`src/rtl/nfc_rng_gen.sv`:
```
// nfc_rng_gen: pattern generator/checker producing DW-bit words from 32-bit state.
//
// Ports:
//   clk      - sole clock, rising edge
//   rst      - synchronous active-high reset
//   en       - generator enable; rising edge (en=1 while en_dly=0) loads seed
//   seed     - 32-bit initial state
//   mode     - 00 LFSR, 01 hold, 10 increment, 11 decrement
//   rd       - consumer advance strobe
//   chk_vld  - incoming check data valid (also advances when the checker is built)
//   chk_dat  - incoming data compared against dat_out
//   dat_out  - current generated word, combinational from registers
//   err_cnt  - saturating mismatch count
//   err_flag - sticky mismatch indicator
//
// Optional feature: define NFC_RNG_CHK_EN to build the mismatch checker. Without it
// err_cnt/err_flag are tied low and chk_vld/chk_dat are ignored.

module nfc_rng_gen #(
  parameter int unsigned DW    = 8,
  parameter int unsigned CNT_W = 16
) (
  input  logic             clk,
  input  logic             rst,
  input  logic             en,
  input  logic [31:0]      seed,
  input  logic [1:0]       mode,
  input  logic             rd,
  input  logic             chk_vld,
  input  logic [DW-1:0]    chk_dat,
  output logic [DW-1:0]    dat_out,
  output logic [CNT_W-1:0] err_cnt,
  output logic             err_flag
);

  localparam int unsigned L  = 32 / DW;
  // Keep at least one bit of lane index so single-lane builds stay legal.
  localparam int unsigned IW = (L > 1) ? $clog2(L) : 1;
  localparam logic [IW-1:0] IdxLast = IW'(L - 1);

  typedef enum logic [1:0] {
    ModeLfsr = 2'b00,
    ModeHold = 2'b01,
    ModeInc  = 2'b10,
    ModeDec  = 2'b11
  } mode_e;

  mode_e mode_sel;
  assign mode_sel = mode_e'(mode);

  logic [31:0]   st_q, st_d;
  logic [IW-1:0] idx_q, idx_d;
  logic          en_dly_q;
  logic          load;
  logic          adv;
  logic          lfsr_fb;

  assign load    = en & ~en_dly_q;
  assign lfsr_fb = st_q[31] ^ st_q[6] ^ st_q[4] ^ st_q[2] ^ st_q[1] ^ st_q[0];
  assign dat_out = st_q[int'(idx_q) * DW +: DW];

  always_comb begin
    st_d  = st_q;
    idx_d = idx_q;
    if (load) begin
      // An all-zero LFSR state would lock up, so substitute 1.
      st_d  = ((mode_sel == ModeLfsr) && (seed == 32'h0)) ? 32'h0000_0001 : seed;
      idx_d = IdxLast;
    end else if (!en) begin
      idx_d = IdxLast;
    end else begin
      case (mode_sel)
        ModeLfsr: begin
          // Walk the lanes of the current word before stepping the LFSR.
          if (adv) begin
            if (idx_q == IdxLast) begin
              st_d  = {st_q[30:0], lfsr_fb};
              idx_d = '0;
            end else begin
              idx_d = idx_q + IW'(1);
            end
          end
        end
        ModeHold: begin
          idx_d = IdxLast;
        end
        ModeInc: begin
          idx_d = IdxLast;
          if (adv) st_d[31 -: DW] = st_q[31 -: DW] + DW'(1);
        end
        default: begin
          idx_d = IdxLast;
          if (adv) st_d[31 -: DW] = st_q[31 -: DW] - DW'(1);
        end
      endcase
    end
  end

  always_ff @(posedge clk) begin
    if (rst) begin
      st_q     <= '0;
      idx_q    <= IdxLast;
      en_dly_q <= 1'b0;
    end else begin
      st_q     <= st_d;
      idx_q    <= idx_d;
      en_dly_q <= en;
    end
  end

`ifdef NFC_RNG_CHK_EN
  logic [CNT_W-1:0] err_cnt_q, err_cnt_d;
  logic             err_flag_q, err_flag_d;

  assign adv = en & en_dly_q & (rd | chk_vld);

  // Compared against the pre-advance word, i.e. the one currently on dat_out.
  always_comb begin
    err_cnt_d  = err_cnt_q;
    err_flag_d = err_flag_q;
    if (load) begin
      err_cnt_d  = '0;
      err_flag_d = 1'b0;
    end else if (adv && chk_vld && (chk_dat != dat_out)) begin
      err_flag_d = 1'b1;
      if (err_cnt_q != '1) err_cnt_d = err_cnt_q + CNT_W'(1);
    end
  end

  always_ff @(posedge clk) begin
    if (rst) begin
      err_cnt_q  <= '0;
      err_flag_q <= 1'b0;
    end else begin
      err_cnt_q  <= err_cnt_d;
      err_flag_q <= err_flag_d;
    end
  end

  assign err_cnt  = err_cnt_q;
  assign err_flag = err_flag_q;
`else
  logic unused_chk;

  assign adv        = en & en_dly_q & rd;
  assign err_cnt    = '0;
  assign err_flag   = 1'b0;
  assign unused_chk = ^{chk_vld, chk_dat};
`endif

endmodule

```
`config.mk`:
```
export PLATFORM = sky130hd
export DESIGN_NAME = nfc_rng_gen
export DESIGN_NICKNAME = d
export VERILOG_FILES = /design/src/rtl/nfc_rng_gen.sv
export SDC_FILE = /design/constraint.sdc
export NUM_CORES = 1
export LEC_CHECK = 0
export CAP_MARGIN = 20
export CORE_MARGIN = 5
export CORE_UTILIZATION = 50
export DETAILED_ROUTE_END_ITERATION = 8
export PLACE_DENSITY = 0.83
export SKIP_LAST_GASP = 1
export SYNTH_ARGS = -nofsm -noshare
export SYNTH_HDL_FRONTEND = slang
export SYNTH_SLANG_ARGS = --single-unit
export TNS_END_PERCENT = 1
```
`constraint.sdc`:
```
create_clock -name clk -period 3.4 [get_ports clk]
set_clock_uncertainty 0.05 [all_clocks]
set_input_delay 0.34 -clock clk [delete_from_list [all_inputs] [get_ports clk]]
set_output_delay 0.34 -clock clk [all_outputs]
set_load 0.05 [all_outputs]
```
==> run_results.csv <==
group,metric,value,unit
status,outcome,"complete, no violations",
setup_path,path_depth,2,
floorplanning,ios,72,
setup_path,crit_required,3.01,ns
clocking,cts_hold_buffers,0,
synthesis,synth-main-ff-cell,"dfxtp_1",
clocking,path_clk_slew,0.07,ns
global_route,antenna_found_initial,0,
floorplanning,start_util,0.524,
setup_path,cp_num_buf_inv,1,
clocking,post_cts_buffers,0,
global_route,grt-ovfl-total,0,
timing,setup_viol,0,
synthesis,syn_area_per_cell,8.52,um^2
hold_path,hold_depth,2,
setup_path,cp_max_fo,11,
global_route,grt_first_pass_wirelength,10.3,mm
flow_run,cap_violations,0,
synthesis,synth_xor_area_frac,0.0245,
floorplanning,die-area,6530,um^2
setup_path,critPathKind,"reg -> out",
timing,post-route-min-period,2.70,ns
detailed_routing,wl,6.36,mm
setup_path,cpMaxStageDelayCell,"dfxtp_1",
detailed_routing,wl_per_cell,16.0,um
detailed_routing,via_per_inst,5.76,
setup_path,cp_top_family,"flip-flops",
finish,final_core_util,0.625,
setup_path,cp_cell_sequence,"mux4_2 > clkdlybuf4s50_1",
floorplanning,rows,25,
synthesis,synth_cells,294,
global_route,grt_max_degree,35,
setup_path,rr_endpoint,"st_q[29]",
synthesis,synth_top_family_by_area,"simple AND/OR/NAND/NOR gates",
placed_design,gp_congestion,0.816,
placed_design,dp_hpwl,4.80,mm
pwr,ir_drop,0.207,mV
finish,antenna_cells,0,
synthesis,synthesis.area,2510,um^2
hold_path,hold_class,"reg -> reg",
detailed_routing,first_pass_iters,4,
synthesis,yosysUniqueCellTypes,51,
finish,drive_gt1_frac,0.133,
clocking,cts.path.max_buffers,2,
floorplanning,chipHeight,80.8,um
floorplanning,core,4790,um^2
hold_path,worstHoldStart,"st_q[13]",
clocking,cts_resized,0,
synthesis,synth_compound_area_frac,0.125,
synthesis,synth_adder_area_share,0.0479,
clocking,cts_buffers,5,
setup_path,r2r_slack,1.16,ns
timing,slew_viol_final,0,
clocking,h-tree-depth,2,
setup_path,crit_path_start_kind,"register",
timing,tns,0,ns
timing,finalCritPeriodShare,0.795,
pwr,leakage,1.20,nW
timing,hold_viol,0,
finish,nFillCells,427,
floorplanning,die_x,80.8,um
detailed_routing,initialDrtViolationCount,178,
clocking,cts_sinks,35,
synthesis,synth-seq-cells,35,
setup_path,r2r_start,"idx_q[0]",
synthesis,ys.warnings.count,0,
finish,syn_to_final_growth,19.4,%
detailed_routing,vias,2292,
detailed_routing,drc,0,
finish,nets,387,
setup_path,end_kind,"output pin",
synthesis,yosysSeqAreaShare,0.280,
hold_path,min_to,"st_q[14]",
timing,rsz0062_at_grt,"false",
synthesis,synthArstFlopShare,0,
global_route,grt_usage,0.203,
synthesis,synth-simple-area-share,0.333,
detailed_routing,ant_nets,0,
timing,slew_headroom,0.387,
synthesis,synthMuxAreaShare,0.0919,
setup_path,slowest_delay,0.72,ns
synthesis,synth-edff-count,0,
setup_path,arrival,2.31,ns
timing,worstMarginPinSlew,0.918,ns
timing,max_freq,370,MHz
pwr,power_density,394,nW/um^2
clocking,cts_tree,"done",
placed_design,io_buffers,45,
setup_path,rr_worst_depth,6,
clocking,root_buffer,"clkbuf_8",
clocking,clk_latency,0.28,ns
global_route,grt_pass1_vias,2224,
-- per-layer routing --
layer,wire [um],global-route usage
met1,2740,0.265
met2,3090,0.339
met3,437,0.0355
met4,98,0.0743
met5,0,0
-- cell families (layout without fill, tap and decap cells) --
kind of cell             count (synthesis)  count (layout)
AND/OR/NAND/NOR                        148             148
adder cells (fa/ha/maj)                  9               9
flip-flops                              35              35
buffers and inverters                   39              60
XOR/XNOR                                 7               7
other                                    1              17
multiplexers                            13              13
AO/OA/AOI/OAI                           42              42
-- cells in the final DEF (no fill, tap or decap), types with 3 or more instances in the layout --
cell type	instances
o211ai_1	3
conb_1	17
clkdlybuf4s50_1	45
ha_1	8
inv_1	4
a21o_1	4
mux2i_1	5
nor4_1	10
a22oi_1	3
nor2_1	76
xnor2_1	6
o21ai_0	3
clkbuf_8	6
mux4_2	8
nand2_1	12
nor2b_1	3
dfxtp_1	35
a311oi_1	4
nor4_2	19
buf_4	4
nand3_1	8
a21oi_1	10
nor3_1	4
and3_1	3
-- cell usage after synthesis, drive strengths merged, types with 5 or more instances --
library cell | number | area [um^2]
nor2 | 77 | 292
dfxtp | 35 | 701
nor4 | 30 | 322
buf | 29 | 204
nand2 | 12 | 45.0
a21oi | 11 | 58.8
ha | 8 | 100
mux4 | 8 | 180
nand3 | 8 | 40.0
clkbuf | 6 | 22.5
xnor2 | 6 | 52.6
mux2i | 5 | 50.1
-- area by class of cell --
class	instances	area [um^2]	share of cell area
timing repair buffer	49	480	0.161
inverter	4	15.0	0.00502
sequential	35	701	0.234
tap	67	83.8	0.0280
clock buffer	6	82.6	0.0276
multi-input combinational	236	1620	0.543
clock inverter	1	5.00	0.00167
-- worst register-to-register path, stage by stage (launching register included) --
cell and delay [ns]:
dfxtp_1 0.72, ha_1 0.31, nor2b_1 0.18, o21ai_2 0.09
a21oi_2 0.38, nor2_1 0.08, a2111oi_1 0.32
-- metrics by stage --
step | std cells | worst slack [ns] | instance area, um^2 | hold WS (ns) | power (mW)
final | 398 | 0.698 | 2990 | 0.463 | 1.18
after global placement | 391 | 0.696 | 2900 | 0.440 | 0.868
after detailed placement | 391 | 0.652 | 2900 | 0.459 | 0.878
after floorplan | 310 | 1.40 | 2570 | 0.419 | 0.780
after global routing | 398 | 0.547 | 2990 | 0.504 | 1.24
after CTS | 398 | 0.669 | 2990 | 0.469 | 1.18
-- registers in the layout, summed over array words and instances (netlist names) --
signal	count
st_q	32
en_dly_q	1
idx_q	2
-- power breakdown --
| group | total (mW) | switching (mW) | internal (mW) |
|---|---|---|---|
| logic | 0.390 | 0.225 | 0.165 |
| registers | 0.485 | 0.0407 | 0.444 |
| clock network | 0.303 | 0.145 | 0.159 |
-- worst max path at each step --
stage                  start         end  slack [ns]
finish              idx_q[0]  dat_out[4]        0.70
global route        idx_q[0]  dat_out[0]        0.55
global placement     mode[1]    st_q[30]        0.70
CTS                 idx_q[0]  dat_out[2]        0.67
detailed placement   mode[1]    st_q[30]        0.65
floorplan            mode[0]    st_q[30]        1.40
(Power assumes the default switching activity.)
